`src/rtl/pool_relu_stream.sv`:
```
// Streaming 2x2/stride-2 max-pool with optional ReLU over valid/ready handshakes.
// One line buffer row of horizontal maxima; single-stage output register.
module pool_relu_stream #(
    parameter int DATA_W  = 32,
    parameter int IMG_W   = 8,
    parameter int IMG_H   = 8,
    parameter int CH      = 1,
    parameter int RELU_EN = 1
) (
    input  logic                     clk,
    input  logic                     rstn,
    input  logic signed [DATA_W-1:0] in_data,
    input  logic                     in_valid,
    output logic                     in_ready,
    output logic signed [DATA_W-1:0] out_data,
    output logic                     out_valid,
    input  logic                     out_ready,
    output logic                     out_last
);

    localparam int LB_DEPTH = (IMG_W / 2) * CH;
    localparam int CH_W     = (CH > 1) ? $clog2(CH) : 1;
    localparam int COL_W    = $clog2(IMG_W);
    localparam int ROW_W    = $clog2(IMG_H);
    localparam int LB_AW    = (LB_DEPTH > 1) ? $clog2(LB_DEPTH) : 1;

    logic [CH_W-1:0]  ch_cnt;
    logic [COL_W-1:0] col_cnt;
    logic [ROW_W-1:0] row_cnt;

    logic signed [DATA_W-1:0] hold    [CH];
    logic signed [DATA_W-1:0] linebuf [LB_DEPTH];

    logic                     beat;
    logic                     ch_wrap, col_wrap, row_wrap;
    logic                     col_odd, row_odd;
    logic                     completes, frame_end;
    logic [LB_AW-1:0]         lb_idx;
    logic signed [DATA_W-1:0] hold_rd, lb_rd, hmax, pmax, result;

    // Stalls whenever a result is held and downstream is not taking it.
    assign in_ready  = !out_valid || out_ready;
    assign beat      = in_valid && in_ready;

    assign ch_wrap   = (ch_cnt  == CH_W'(CH - 1));
    assign col_wrap  = (col_cnt == COL_W'(IMG_W - 1));
    assign row_wrap  = (row_cnt == ROW_W'(IMG_H - 1));
    assign col_odd   = col_cnt[0];
    assign row_odd   = row_cnt[0];
    assign completes = col_odd && row_odd;
    assign frame_end = ch_wrap && col_wrap && row_wrap;
    assign lb_idx    = LB_AW'((int'(col_cnt) / 2) * CH + int'(ch_cnt));

    // NOTE: every variable gets a default at the top of always_comb so no latch is inferred.
    always_comb begin
        hold_rd = hold[ch_cnt];
        lb_rd   = linebuf[lb_idx];
        hmax    = (hold_rd > in_data) ? hold_rd : in_data;
        pmax    = (lb_rd > hmax) ? lb_rd : hmax;
        result  = pmax;
        if (RELU_EN != 0 && pmax < 0) begin
            result = '0;
        end
    end

    // NOTE: sequential state uses non-blocking assignments so all registers update from pre-edge values.
    always_ff @(posedge clk) begin
        if (!rstn) begin
            ch_cnt    <= '0;
            col_cnt   <= '0;
            row_cnt   <= '0;
            out_valid <= 1'b0;
            out_last  <= 1'b0;
            out_data  <= '0;
        end else begin
            if (out_valid && out_ready) begin
                out_valid <= 1'b0;
            end
            if (beat) begin
                if (ch_wrap) begin
                    ch_cnt <= '0;
                    if (col_wrap) begin
                        col_cnt <= '0;
                        row_cnt <= row_wrap ? '0 : row_cnt + 1'b1;
                    end else begin
                        col_cnt <= col_cnt + 1'b1;
                    end
                end else begin
                    ch_cnt <= ch_cnt + 1'b1;
                end
                if (completes) begin
                    out_valid <= 1'b1;
                    out_data  <= result;
                    out_last  <= frame_end;
                end
            end
        end
    end

    // NOTE: hold and linebuf are deliberately not reset; each entry is written before it is read.
    always_ff @(posedge clk) begin
        if (beat) begin
            if (!col_odd) begin
                hold[ch_cnt] <= in_data;
            end else if (!row_odd) begin
                linebuf[lb_idx] <= hmax;
            end
        end
    end

endmodule
```
`config.mk`:
```
export PLATFORM = sky130hd
export DESIGN_NAME = pool_relu_stream
export DESIGN_NICKNAME = d
export VERILOG_FILES = /design/src/rtl/pool_relu_stream.sv
export SDC_FILE = /design/constraint.sdc
export NUM_CORES = 1
export LEC_CHECK = 0
export ABC_AREA = 1
export CAP_MARGIN = 20
export CORE_ASPECT_RATIO = 0.7
export CORE_MARGIN = 4
export CORE_UTILIZATION = 50
export CTS_CLUSTER_SIZE = 40
export DETAILED_ROUTE_END_ITERATION = 10
export DONT_BUFFER_PORTS = 1
export GPL_TIMING_DRIVEN = 0
export PLACE_DENSITY_LB_ADDON = 0.08
export SLEW_MARGIN = 5
export SYNTH_ARGS = -nofsm -noshare
export SYNTH_HDL_FRONTEND = slang
export SYNTH_SLANG_ARGS = --single-unit
```
`constraint.sdc`:
```
create_clock -name clk -period 4.9 [get_ports clk]
set_clock_uncertainty 0.2 [all_clocks]
set_input_delay 0.49 -clock clk [delete_from_list [all_inputs] [get_ports clk]]
set_output_delay 0.49 -clock clk [all_outputs]
set_load 0.02 [all_outputs]
```
==> results_dict.tcl, run 1 <==
set metrics [dict create \
    status "completed" \
    yosysSeqAreaShare 0.585 \
    worst_setup_path_start_kind "flip-flop" \
    worstMarginPinSlew_ps 939 \
    synth_edf_count 160 \
    ioPinCount 71 \
    min_period_ps 4790 \
    clock-sinks 199 \
    yosysTopAreaCellShare 0.503 \
    die_height_um 124 \
    highest_layer "met4" \
    drtIter0Drc 762 \
    synthFlopType "edfxtp_1" \
    synthCells 935 \
    yosysWarnings 0 \
    p_leak_nw 4.61 \
    yosys_register_bits 199 \
    clockBufferDepth 2 \
    core_area_sq_um 18400 \
    dp_hpwl_um 17800 \
    gp_congestion 0.839 \
    postLayoutCellArea_sq_um 11600 \
    fin_util 0.632 \
    maxSlewHeadroom 0.367 \
    min_path_type "input port to flip-flop" \
    final.period_utilization 0.977 \
    met2_length_um 11700 \
    required_ps 5060 \
    antenna_found_initial 0 \
    drtAntennaViolNets 0 \
    wl_per_cell_um 21.5 \
    critPathMaxFanout 6 \
    yosys.area.top_type "edfxtp_1" \
    dpl_cell_area_sq_um 10000 \
    via_per_inst 5.79 \
    num_antenna_cells 0 \
    grt_pass1_vias 6839 \
    finalSetupViolCount 0 \
    routedLengthMet1_um 12800 \
    synth_area_sq_um 9550 \
    vias 7276 \
    synthesis.area_per_instance_sq_um 10.2 \
    final_common_cell "nand2_1" \
    yosys-top-cells-area "edfxtp_1, ha_1, dfxtp_1, nand2_1, inv_1" \
    grt_max_degree 24 \
    cts_root_buf "clkbuf_16" \
    die-area_sq_um 21400 \
    synth_fp_nets 1038 \
    grtUsageTotal 0.249 \
    cts_tree "built" \
    drcViolationCount 0 \
    routed_wl_um 27000 \
    ys_async_sr_fraction 0 \
    hold_violations 0 \
    drive_above_1_share 0.136 \
    area_growth_pct 21.6 \
    met3RoutedLength_um 2080 \
    grt_pass1_wl_um 39700 \
    numCtsBuffers 17 \
    fp.dieW_um 173 \
    max_cap_viol_count 0 \
    cp-end-kind "flip-flop" \
    final_cell_mix "nand2_1, edfxtp_1, inv_1, o22ai_1, ha_1" \
    final_nets 1110 \
    portBuffers 0 \
    nFillCells 1491 \
    htreeDepth 4 \
    synth_cell_type_count 35 \
    critPathKind "flip-flop to flip-flop" \
    firstDrtPassIters 5 \
    irDropWorstVdd_mv 0.247 \
    start_util 0.520 \
    grt_overflow 0 \
    fp-row-count 41 \
    timing.fmax_mhz 209 \
    cts.clk_slew.worst_paths_ps 70 \
    arrival_ps 4950 \
    clock_latency_ps 430 \
    p_per_area_nw_per_um2 404 \
    slew_viol_final 0 \
]
-- Yosys cell counts (all sizes together) (2+ instances only) --
library cell / count
nand2: 200
edfxtp: 160
inv: 101
ha: 67
a21oi: 62
o22ai: 56
nor2: 52
nand3: 47
nand4: 41
dfxtp: 39
o21ai: 39
clkbuf: 25
buf: 18
a22oi: 6
o21a: 4
nor3: 3
a211oi: 2
a21o: 2
a221oi: 2
-- sequential cells by signal, summed over array words and instances (netlist names) --
register / cells
out_valid: 1
row_cnt: 3
out_data: 31
linebuf: 128
hold: 32
out_last: 1
col_cnt: 3
-- final timing paths --
kind                             startpoint           end  slack [ps]  cells past startpoint
worst min register to register   row_cnt[1]    row_cnt[1]         270                      2
worst max-delay path            hold[0][31]  out_data[20]         110                     25
worst max register to register  hold[0][31]  out_data[20]         110                     25
worst min-delay path                   rstn  out_data[30]          90                      2
-- power breakdown --
group	switching, W	internal (W)	leakage (nW)
Combinational	0.000815	0.000474	2.54
Clock	0.000621	0.000853	0.297
Sequential	0.0000181	0.00191	1.77
-- final cells by class --
cell class              count  area [sq um]  area share
clock buffers              19           433      0.0373
well taps                 236           295      0.0254
clock inverters            13           176      0.0152
multi-input cells         592          3790       0.327
inverters                 102           383      0.0330
flip-flops and latches    199          5590       0.481
repair buffers             53           639      0.0551
plain buffers              42           304      0.0262
-- what timing repair did --
item,4_1_cts,5_1_grt
hold buffers,33,0
endpoints found under the hold margin,37,0
setup endpoints to repair,31,31
cloned,0,5
pin swaps,1,15
resized for setup,24,115
buffers inserted,1,10
-- worst max-delay path, stage by stage, from the launching register on --
cell and delay, ps:
edfxtp_1 440, ha_4 270, a21oi_1 190, o21a_1 160
nand2_1 80, a21oi_4 180, nand2_2 100, nand2_4 110
nand3_4 170, buf_8 190, nand2_1 50, o21ai_1 80
ha_1 310, nand4_1 220, nor3_4 290, nor3b_4 270
nand2_2 120, nor4_4 220, nand4_1 160, buf_6 170
nand3_4 120, nand2_4 80, nand2_8 130, buf_8 150
nand3_1 100, a21oi_1 150
-- cells by family (layout without fill, tap and decap cells) --
family / Yosys count / after routing / share of synthesized area
AND/OR/NAND/NOR: 347 / 348 / 0.160
flip-flops: 199 / 199 / 0.585
buffers and inverters: 145 / 229 / 0.0617
AO/OA/AOI/OAI: 176 / 176 / 0.105
other: 1 / 1 / 0.000393
adder cells (fa/ha/maj): 67 / 67 / 0.0878
-- metrics by stage --
stage / total power (W) / hold WS (ps) / TNS, ps / std cells / setup WS [ps]
final: 0.00469 / 88.9 / 0 / 1256 / 110
after global routing: 0.00490 / 90.1 / -2800 / 1256 / -124
after CTS: 0.00448 / 85.7 / 0 / 1241 / 1.73
after detailed placement: 0.00297 / 261 / -33530 / 1176 / -1120
after global placement: 0.00295 / 257 / -45070 / 1171 / -1150
after floorplan: 0.00267 / 245 / 0 / 935 / 532
-- metal layers --
| layer | track usage | up-vias |
|---|---|---|
| li1 | - | 3461 |
| met1 | 0.367 | 3503 |
| met2 | 0.380 | 280 |
| met3 | 0.0543 | 32 |
| met4 | 0.0588 | 0 |
| met5 | 0 | - |
(Power assumes the default switching activity.)
==> run 2: changes to the inputs <==
Settings changed: ABC_AREA 1 to not set.
==> run 2 against run 1 <==
The flow now finishes with violations (negative setup slack). Wire length shrank 1.2%. Die area grew 1.8%. Critical endpoint is now out_data[14]. Non-clock buffer count grew 19. Count of clock-buffer cells in the layout shrank 1. First-iteration DRC count shrank 30%. Setup slack lost 670 ps. Register-to-register slack lost 670 ps. Via count shrank 8.0%. Core utilization shrank 0.92 points. Global-route usage shrank 0.29 points. Critical path type unchanged. Largest cell class unchanged. Area after synthesis grew 1.9%.
==> results_dict.tcl, run 2 <==
set metrics [dict create \
    status "complete, but fails checks" \
    violations "negative setup slack" \
    start_util 0.511 \
    cp-end-kind "flip-flop" \
    final.period_utilization 1.11 \
    min-delay-start "in_data[22]" \
    placed_cells_incl_taps 1029 \
    yosys.area.top_type "edfxtp_1" \
    top_register "linebuf" \
    hold_violations 0 \
    netSwitchingFraction 0.274 \
    seq_power_share 0.477 \
    cts_tree "built" \
    nFillCells 1468 \
    fp-row-count 42 \
    drcViolationCount 0 \
    grt_pass1_wl_um 40500 \
    seqCellArea_sq_um 5590 \
    htreeDepth 4 \
    routed_wl_um 26700 \
    instances_no_fill 1129 \
    fp.dieW_um 175 \
    synth_area_sq_um 9730 \
    final_cell_mix "edfxtp_1, inv_1, nand2_1, ha_1, dfxtp_1" \
    synth_top_cells_by_count "edfxtp_1, inv_1, ha_1" \
    vias 6695 \
    reg_top3 "linebuf: 128 flops, hold: 32 flops, out_data: 31 flops" \
    die-area_sq_um 21800 \
    reg2reg_to "out_data[14]" \
    p_int_w 0.00291 \
    yosys-top-cells-area "edfxtp_1, ha_1, dfxtp_1, mux4_2, mux2i_1" \
    slew_viol_final 0 \
    worstMarginPinSlew_ps 999 \
    cts.clk_slew.worst_paths_ps 80 \
    drtAntennaViolNets 0 \
    synth_edf_count 160 \
    synth.most_common_cell "edfxtp_1" \
    multi_input_area_sq_um 4110 \
    rsz0062_at_grt "true" \
    final_nets 955 \
    via_per_inst 5.93 \
    dp_hpwl_um 17800 \
    clockBufferDepth 2 \
    irDropWorstVdd_mv 0.261 \
    synthFlopType "edfxtp_1" \
    r2r_start "hold[0][15]" \
    cp-endpoint "out_data[14]" \
    yosys_register_bits 199 \
    p_leak_nw 4.23 \
    arrival_ps 5630 \
    synth_fp_nets 859 \
    grtUsageTotal 0.246 \
    worst_slack_ps -559 \
    min_path_type "input port to flip-flop" \
    numCtsBuffers 17 \
    setup.worst_path.start "hold[0][15]" \
    die_height_um 125 \
    largest_reg_flops 128 \
    grt_overflow 0 \
    portBuffers 0 \
    yosysWarnings 0 \
    yosysTopAreaCellShare 0.494 \
    r2r_slack_ps -560 \
    ioPinCount 71 \
    grt_max_degree 29 \
    cts_root_buf "clkbuf_16" \
    required_ps 5070 \
    gp_congestion 0.900 \
    grt_pass1_vias 6659 \
    maxSlewHeadroom 0.334 \
    pwr-share-comb 0.177 \
    dpl_cell_area_sq_um 10300 \
    clkPwrFrac 0.347 \
    critPathMaxFanout 8 \
    p_per_area_nw_per_um2 338 \
    finalSetupViolCount 31 \
    fin_util 0.623 \
    dp_slack_ps -996 \
    synthesis.area_per_instance_sq_um 12.9 \
    num_antenna_cells 0 \
    area_growth_pct 21.8 \
    yosysSeqAreaShare 0.574 \
    synthCells 756 \
    max_cap_viol_count 0 \
    reg2regPathDepth 20 \
    firstDrtPassIters 5 \
    worst_setup_path_start_kind "flip-flop" \
    core_area_sq_um 19000 \
    antenna_found_initial 0 \
    drtIter0Drc 535 \
    wl_per_cell_um 23.7 \
    drive_above_1_share 0.218 \
    ys_async_sr_fraction 0 \
    min_period_ps 5460 \
    critPathKind "flip-flop to flip-flop" \
    clock_latency_ps 440 \
    p_sw_w 0.00110 \
    synth_cell_type_count 55 \
    final_common_cell "edfxtp_1" \
    postLayoutCellArea_sq_um 11900 \
    clock-sinks 199 \
    timing.fmax_mhz 183 \
]
==> run 2: final cells by class <==
cell class / count / share of cell area
buffer: 37 / 0.0198
clock buffer: 18 / 0.0362
clock inverter: 14 / 0.0120
inverter: 70 / 0.0224
multi-input combinational: 450 / 0.346
sequential: 199 / 0.471
tap: 264 / 0.0279
timing repair buffer: 77 / 0.0640
==> run 2: logic make-up (layout without fill, tap and decap cells) <==
kind of cell               count (synthesis)  in the layout  share of synthesized area
DFF                                      199            199                      0.574
AOI/OAI and AO/OA                        160            160                      0.108
and+or+nand+nor                          157            157                     0.0772
buffers and inverters                    107            216                     0.0455
adders and majority gates                 67             67                     0.0862
muxes                                     65             65                      0.109
other                                      1              1                   0.000385
==> run 2: per-stage QoR <==
| stage | power, W | setup TNS, ps | hold WS, ps |
|---|---|---|---|
| 2_1_floorplan | 0.00231 | -2.90 | 247 |
| 3_3_place_gp | 0.00246 | -71700 | 254 |
| 3_5_place_dp | 0.00248 | -30050 | 266 |
| 4_1_cts | 0.00399 | -12250 | 27.9 |
| 5_1_grt | 0.00417 | -19950 | 31.5 |
| 6_report | 0.00401 | -15440 | 32.1 |
==> run 2: worst min-delay path by stage <==
stage                         to  slack (ps)  depth (start not counted)
floorplan             row_cnt[1]         250                          2
global placement      row_cnt[2]         250                          2
detailed placement    row_cnt[1]         270                          2
CTS                 out_data[22]          30                          2
global route        out_data[22]          30                          2
finish              out_data[22]          30                          2
==> run 2: per-layer routing <==
layer,vias up,part of all wire,track usage
met2,228,0.45,0.377
met4,0,0.018,0.0628
met1,3352,0.45,0.350
met3,32,0.082,0.0655
li1,3083,-,-
met5,-,0,0
==> run 2: power groups by stage <==
stage,sequential [W],clock [W],combinational [W]
2_1_floorplan,0.00194,0,0.000371
3_3_place_gp,0.00195,0,0.000512
3_5_place_dp,0.00195,0,0.000537
4_1_cts,0.00191,0.00141,0.000672
5_1_grt,0.00191,0.00149,0.000767
6_report,0.00191,0.00139,0.000708
==> run 2: timing repair <==
action | CTS | global route
hold endpoints to repair | 32 | 0
hold buffers | 32 | 0
resized for setup | 54 | 19
buffers inserted | 25 | 7
cloned | 3 | 1
endpoints found under the setup margin | 31 | 31
pin swaps | 20 | 13
==> run 2: critical path, cell delays in order, from the launching register on <==
cell and delay [ps]:
edfxtp_1 470, ha_1 340, nand4_1 270, a2111o_1 400, a21o_1 230, nand3_2 90, mux2_4 320, buf_12 150
buf_12 140, mux2i_4 200, ha_4 280, nand4_1 230, or4_4 630, nor3_2 170, nor4bb_2 90, o2111ai_4 130
nand3_2 170, mux2i_4 380, buf_2 270, a22oi_1 110, o21ai_1 120
